$ cat src/rtl/serial_frame_rx.sv
// Purpose: receives marker-framed 12-bit ADC samples from a serial line and presents them in parallel.
// Latency: VALID arrives 45*BIT_CLKS + BIT_CLKS/2 + 4 clocks after the marker start edge at the pin.
// Backpressure: none; VALID/FERR are single-cycle strobes and an edge arriving while BUSY is ignored.
// Ports: CLK50 clock; RST_N sync active-low reset; RXD async serial input (idles high);
//        SAMPLE/LEDS last good sample and its top byte; VALID/FERR one-cycle strobes; BUSY frame in progress.
module serial_frame_rx #(
  parameter int          BIT_CLKS = 5208,
  parameter logic [7:0]  MARKER   = 8'h30
) (
  input  logic        CLK50,
  input  logic        RST_N,
  input  logic        RXD,
  output logic [11:0] SAMPLE,
  output logic        VALID,
  output logic        FERR,
  output logic [7:0]  LEDS,
  output logic        BUSY
);

  localparam int             TW     = $clog2(BIT_CLKS);
  localparam logic [TW-1:0]  T_LAST = TW'(BIT_CLKS - 1);
  localparam logic [TW-1:0]  T_MID  = TW'(BIT_CLKS / 2 - 1);

  typedef enum logic [1:0] {IDLE, START, RECV, DONE} state_t;

  state_t         state;
  logic           sync1, sync2, line_q;
  logic [TW-1:0]  timer;
  logic [5:0]     slot;
  logic [7:0]     mark, byte1, byte2;
  logic           fall, mid, bad;
  logic [7:0]     mark_nxt;

  // sync2 is the synchronized line; line_q is its previous value.
  assign fall     = line_q & ~sync2;
  assign mid      = (timer == T_MID);
  assign mark_nxt = {sync2, mark[7:1]};  // marker arrives LSB first

  // Per-slot frame checks, evaluated at the mid-slot sample.
  always_comb begin
    bad = 1'b0;
    case (slot)
      6'd8:                 bad = (mark_nxt != MARKER);
      6'd10, 6'd11, 6'd12:  bad = ~sync2;
      6'd27, 6'd37:         bad = sync2;
      default:              bad = 1'b0;
    endcase
  end

  // The timer runs continuously from the detected edge through START and
  // RECV, so slot n is sampled at exactly n*BIT_CLKS + BIT_CLKS/2 - 1 and
  // the slot counter always names the slot the line is currently in.
  always_ff @(posedge CLK50) begin
    if (!RST_N) begin
      state  <= IDLE;
      sync1  <= 1'b1;
      sync2  <= 1'b1;
      line_q <= 1'b1;
      timer  <= '0;
      slot   <= '0;
      mark   <= '0;
      byte1  <= '0;
      byte2  <= '0;
      SAMPLE <= '0;
      LEDS   <= '0;
      VALID  <= 1'b0;
      FERR   <= 1'b0;
      BUSY   <= 1'b0;
    end else begin
      sync1  <= RXD;
      sync2  <= sync1;
      line_q <= sync2;
      VALID  <= 1'b0;
      FERR   <= 1'b0;
      case (state)
        IDLE: begin
          if (fall) begin
            state <= START;
            timer <= '0;
            slot  <= '0;
            BUSY  <= 1'b1;
          end
        end
        START: begin
          timer <= timer + TW'(1);
          if (mid) begin
            if (sync2) begin
              // Line back high at mid start bit: glitch, drop silently.
              state <= IDLE;
              BUSY  <= 1'b0;
            end else begin
              state <= RECV;
            end
          end
        end
        RECV: begin
          if (timer == T_LAST) begin
            timer <= '0;
            if (slot != 6'd63) slot <= slot + 6'd1;
          end else begin
            timer <= timer + TW'(1);
          end
          if (mid) begin
            if (slot >= 6'd1 && slot <= 6'd8)   mark  <= mark_nxt;
            if (slot >= 6'd28 && slot <= 6'd35) byte1 <= {byte1[6:0], sync2};
            if (slot >= 6'd38 && slot <= 6'd45) byte2 <= {byte2[6:0], sync2};
            if (bad) begin
              FERR  <= 1'b1;
              BUSY  <= 1'b0;
              state <= IDLE;
            end else if (slot == 6'd45) begin
              state <= DONE;
            end
          end
        end
        DONE: begin
          SAMPLE <= {byte1, byte2[7:4]};
          LEDS   <= byte1;
          VALID  <= 1'b1;
          BUSY   <= 1'b0;
          state  <= IDLE;
        end
        default: state <= IDLE;
      endcase
    end
  end

endmodule
$ cat config.mk
export PLATFORM = sky130hd
export DESIGN_NAME = serial_frame_rx
export DESIGN_NICKNAME = d
export VERILOG_FILES = /design/src/rtl/serial_frame_rx.sv
export SDC_FILE = /design/constraint.sdc
export NUM_CORES = 1
export LEC_CHECK = 0
export BUFFER_PORTS_ARGS = -buffer_cell sky130_fd_sc_hd__buf_2
export CORE_UTILIZATION = 30
export CTS_BUF_LIST = sky130_fd_sc_hd__clkbuf_8
export CTS_CLUSTER_SIZE = 14
export DETAILED_ROUTE_END_ITERATION = 12
export PLACE_DENSITY = 0.52
export SLEW_MARGIN = 15
export SYNTH_ARGS = -nofsm -noshare
export SYNTH_HDL_FRONTEND = slang
export SYNTH_SLANG_ARGS = --single-unit
$ cat constraint.sdc
create_clock -name CLK50 -period 6.35 [get_ports CLK50]
set_clock_uncertainty 0.15 [all_clocks]
set_input_delay 0.9525 -clock CLK50 [delete_from_list [all_inputs] [get_ports CLK50]]
set_output_delay 0.9525 -clock CLK50 [all_outputs]
set_load 0.03 [all_outputs]
---- Word level (Yosys, flattened, before mapping) ----
Index checks and enable logic that the tools add are counted.
storage, ports and cells
  register bits after elaboration ......... 71
  bits of input ports ..................... 3
  logic and storage cells ................. 85
cells by class
  add/subtract/negate cells ............... 2
  $lt $le $gt $ge ......................... 6
  eq/ne operators ......................... 22
  multiplexer cells ....................... 23
  bitwise logic cells ..................... 2
  reduce and logical (&&, ||, !) cells .... 16
operators with widths
  kind                     count
  $pmux W13 S3             1
  $mux W13                 2
  $eq A6 B4 Y1 const B     4
  $mux W6                  3
  $ne A2 B2 Y1 const B     7
  $add A13 B1 Y13 const B  1
  $eq A13 B12 Y1 const B   1
  $eq A13 B13 Y1 const B   1
  $eq A6 B6 Y1 const B     2
  $le A6 B6 Y1 const B     2
  $mux W2                  6
  $pmux W6 S2              1
  $reduce_and A3 Y1        4
  $ne A8 B6 Y1 const B     1
  $pmux W2 S4              1
  $reduce_and A4 Y1        2
  $mux W1                  7
  $add A6 B1 Y6 const B    1
  $eq A6 B5 Y1 const B     1
  $ge A6 B1 Y1 const B     1
  $ge A6 B5 Y1 const B     1
  $ge A6 B6 Y1 const B     1
  $le A6 B4 Y1 const B     1
  $ne A6 B6 Y1 const B     1
  other kinds (15)         18

---- Logic depth before layout (Yosys ltp) ----
  depth after elaboration ................. 6
  mapped depth ............................ 8
  depth with buffers taken out ............ 7

---- Worst setup path after synthesis ----
Ideal clock, no wire load.
  path type ............................... flip-flop to flip-flop
  from .................................... register slot[1]
  to ...................................... register state[1]
  library setup time ...................... 62 ps
  data arrival time ....................... 1934 ps
  slack ................................... 4204 ps
  cell stages (with the launch flop) ...... 7
  path buffers ............................ 0
  cells stage by stage .................... dfxtp_1 ha_1 or4bb_1 o22ai_2 nor4_2 or4b_1 nand3_1
on the way
  word-level cells in the longest chain between the ends .. 6
  elaborated cells on any way between the ends .. 15
RTL lines
  item                                                         RTL line  source
  start: declaration                                           29        logic [5:0] slot;
  start signal: assignment                                     99        if (slot != 6'd63) slot <= slot + 6'd1;
  $eq A6 B4 Y1 (tied with other cells)                         42        case (slot)
  $reduce_or A3 Y1 / $reduce_or A2 Y1 (equally long branches)  42
  $pmux W1 S3                                                  42
  $mux W2                                                      107       if (bad) begin
  $mux W2                                                      103       if (mid) begin
  $pmux W2 S4                                                  75        case (state)
  end signal: assignment                                       78        state <= START;
  end signal: assignment                                       110       state <= IDLE;
  end signal: assignment                                       112       state <= DONE;
  end: declaration                                             26        state_t state;
Parallel ways exist; a longest one is shown, timed or not. The select of a mux whose other input is x is not followed.
A chain may end at the register's enable or synchronous reset.

---- Final worst setup path ----
  from .................................... register timer[0]
  to ...................................... register byte2[6]
on the way
  word-level cells in the longest chain between the ends .. 2
RTL lines
  item                         RTL line  source
  start: declaration           28        logic [TW-1:0] timer;
  start signal: assignment     85        timer <= timer + TW'(1);
  start signal: assignment     101       timer <= timer + TW'(1);
  $eq A13 B12 Y1               36        assign mid = (timer == T_MID);
  $reduce_and A3 Y1 (no line)  n/a
  end signal: assignment       106       if (slot >= 6'd38 && slot <= 6'd45) byte2 <= {byte2[6:0], sync2};
  end: declaration             30        logic [7:0] mark, byte1, byte2;
Every way passes these cells.

==> results.py <==
metrics = {
    "cts": {
        "cts_buffer_depth": 2,
        "cts_buffers": 9,
        "holdBufCountCts": 0,
        "htree_levels": 3,
        "clock-sinks": 62,
        "clkLatencyLatePin_ns": 0.34,
        "cts_tree": "yes",
        "cts_setup_buffers": 0,
        "cts_resized": 0,
        "clkTransAtPathRegs_ns": 0.07,
        "root_buffer": "clkbuf_8",
    },
    "drt": {
        "vias": 2162,
        "dr.pass1.iters": 4,
        "drt-total-wl_microns": 5602,
        "drt-vias-per-instance": 4.639,
        "drtIter0Drc": 49,
        "drc_errors": 0,
        "drt.antenna.violating_nets": 0,
        "wire_per_inst_microns": 12.02,
    },
    "logic_synthesis": {
        "synth_cells": 318,
        "yosysWarnings": 0,
        "synth_enable_flop_cells": 0,
        "synth_cell_types": 54,
        "synth_fp_nets": 331,
        "synth.avg_cell_area_sq_um": 9.644,
        "syn_area_sq_um": 3067,
        "ys_ff_latch": 62,
        "ys_async_sr_fraction_pct": 0,
        "synth-main-ff-cell": "dfxtp_1",
        "yosysSeqAreaShare_pct": 40.47,
    },
    "pwr": {
        "ir_drop_mv": 0.1108,
        "combinationalPowerShare_pct": 5.6,
        "switching_share_pct": 22.87,
        "seq_power_share_pct": 51.5,
        "power.internal_uw": 595.4,
        "powerDensity_nw_per_um2": 227.8,
        "pwr-share-clk_pct": 42.9,
        "finalPower_uw": 772.0,
        "leakage_nw": 1.347,
        "p_switching_uw": 176.5,
    },
    "worst_setup_path": {
        "startpoint": "timer[0]",
        "cp-end-kind": "flip-flop",
        "cp_max_fo": 8,
        "arrival_ns": 2.52,
        "critPathLaunchType": "flip-flop",
        "path_class": "flip-flop to flip-flop",
        "rr_startpoint": "timer[0]",
        "worstPathRequired_ns": 6.41,
    },
    "finish": {
        "area_growth_pct": 10.49,
        "post-route-util_pct": 34.51,
        "fillerInstances": 1057,
        "antennaDiodeCount": 0,
        "final_common_cell": "dfxtp_1",
        "num-nets-final": 342,
        "final_cell_mix": "62 x dfxtp_1, 37 x nor2b_1, 36 x mux2i_1",
        "drive_gt1_share_pct": 15.02,
    },
    "die": {
        "core_region_area_sq_um": 9819,
        "dieWidth_microns": 103.1,
        "start_util_pct": 31.23,
        "io_pins": 26,
        "die-area_sq_um": 10630,
        "die_h_microns": 103.1,
        "rows": 36,
    },
    "status": {
        "outcome": "finished, final reports clean",
    },
    "timing": {
        "finalSetupViolations": 0,
        "tightest_slew_ns": 0.7604,
        "fin_hold_ws_ns": 0.2516,
        "hold_violations": 0,
        "slew-limit-headroom_pct": 49.31,
        "setup_tns_ns": 0,
        "slew_violations": 0,
        "period_minus_slack_ns": 2.454,
        "finalWorstSetupSlack_ns": 3.896,
        "max_freq_ghz": 0.4074,
        "period_share_pct": 38.65,
        "rsz0062_at_grt": "false",
    },
    "place": {
        "pre_cts_ws_ns": 3.558,
        "hpwl_microns": 3908,
        "place_congestion": 0.6898,
        "port_buffers": 25,
    },
    "global_routing": {
        "track_usage_pct": 11.47,
        "gr-total-overflow": 0,
        "grt_max_degree": 54,
        "grt_pass1_vias": 1980,
        "antenna_found_initial": 0,
        "grt_pass1_wl_microns": 9363,
    },
    "job": {
        "drv_cap": 0,
    },
    "worst_hold_path": {
        "hp-start": "sync1",
        "hp-class": "flip-flop to flip-flop",
    },
}
## state kept, by name, indices dropped and copies added, names as in the netlist
name,flops
BUSY,1
VALID,1
line_q,1
byte1,8
timer,13
sync1,1
byte2,8
state,2
FERR,1
slot,6
SAMPLE,12
mark,7
sync2,1
## cells by family (layout without fill, tap and decap cells)
group | after synthesis | count (layout) | share of synthesized area [%]
simple gates | 133 | 133 | 26.89
compound gates | 30 | 30 | 6.650
buf+inv | 33 | 48 | 6.161
flops | 62 | 62 | 40.47
xor+xnor | 14 | 14 | 3.998
fa+ha+maj | 10 | 10 | 4.080
mux | 36 | 36 | 11.75
## metrics by stage
stage / cells / instance area, sq um
CTS: 466 / 3388
global placement: 451 / 3199
detailed placement: 451 / 3199
finish: 466 / 3388
floorplan: 318 / 3067
global route: 466 / 3388
## cell usage after synthesis, types with 2 or more instances
| library cell | instances | area share [%] |
|---|---|---|
| nand4b_1 | 2 | 0.57 |
| mux2i_1 | 36 | 12 |
| nor2_1 | 23 | 2.8 |
| nand2b_1 | 5 | 1.0 |
| nor4bb_1 | 3 | 0.98 |
| a21oi_1 | 3 | 0.49 |
| dfxtp_1 | 62 | 40 |
| and4_1 | 3 | 0.86 |
| and2b_2 | 2 | 0.57 |
| o21ai_0 | 11 | 1.8 |
| and2_1 | 3 | 0.61 |
| buf_4 | 10 | 2.4 |
| nor4b_1 | 2 | 0.57 |
| buf_2 | 2 | 0.33 |
| xnor2_1 | 6 | 1.7 |
| nand2_1 | 10 | 1.2 |
| o21a_1 | 2 | 0.49 |
| nand3_1 | 11 | 1.8 |
| a31oi_1 | 2 | 0.41 |
| inv_1 | 8 | 0.98 |
| xor2_1 | 8 | 2.3 |
| nor3b_1 | 3 | 0.73 |
| ha_1 | 10 | 4.1 |
| nor4_1 | 3 | 0.61 |
| nor3_1 | 4 | 0.65 |
| a21boi_0 | 2 | 0.49 |
| buf_6 | 2 | 0.73 |
| nand4_1 | 9 | 1.8 |
| buf_1 | 3 | 0.37 |
| nor2b_1 | 37 | 7.5 |
| nor4_2 | 2 | 0.82 |
| clkbuf_1 | 7 | 0.86 |
## metal layers
metal  vias up  share of wire, %  GRT usage (%)
met3         7               3.5          3.458
met1      1008                49          14.59
li1       1124                 -              -
met5         -                 0              0
met2        23                46          18.15
met4         0               1.5          4.550
## critical path: stages, from the launching register on
cell and delay (ns):
dfxtp_1 0.42, ha_1 0.31, and2_1 0.18, and4_1 0.39
nand4_1 0.52, mux2i_1 0.30, nor2b_1 0.06
## power by group through the flow
stage	combinational, mW	clock (mW)	sequential, mW
floorplan	0.0340	0	0.407
CTS	0.0437	0.341	0.397
global route	0.0483	0.362	0.398
finish	0.0432	0.332	0.397
detailed placement	0.0434	0	0.406
global placement	0.0437	0	0.406
## final cells by class
cell class                 instances  area [sq um]  area share [%]
inverter                           8         30.03          0.8863
tap                              133         166.4           4.911
sequential                        62          1241           36.63
clock inverter                     5         51.30           1.514
clock buffer                      10         137.6           4.062
multi-input combinational        223          1637           48.30
timing repair buffer              25         125.1           3.693
## path summary, 6_finish.rpt
kind / slack (ns) / end / cells after the start
setup / recovery: 3.90 / byte2[6] / 6
hold reg to reg: 0.25 / sync2 / 1
hold / removal: 0.25 / sync2 / 1
setup reg to reg: 3.90 / byte2[6] / 6
No activity file was read; power rests on OpenSTA's default activity.
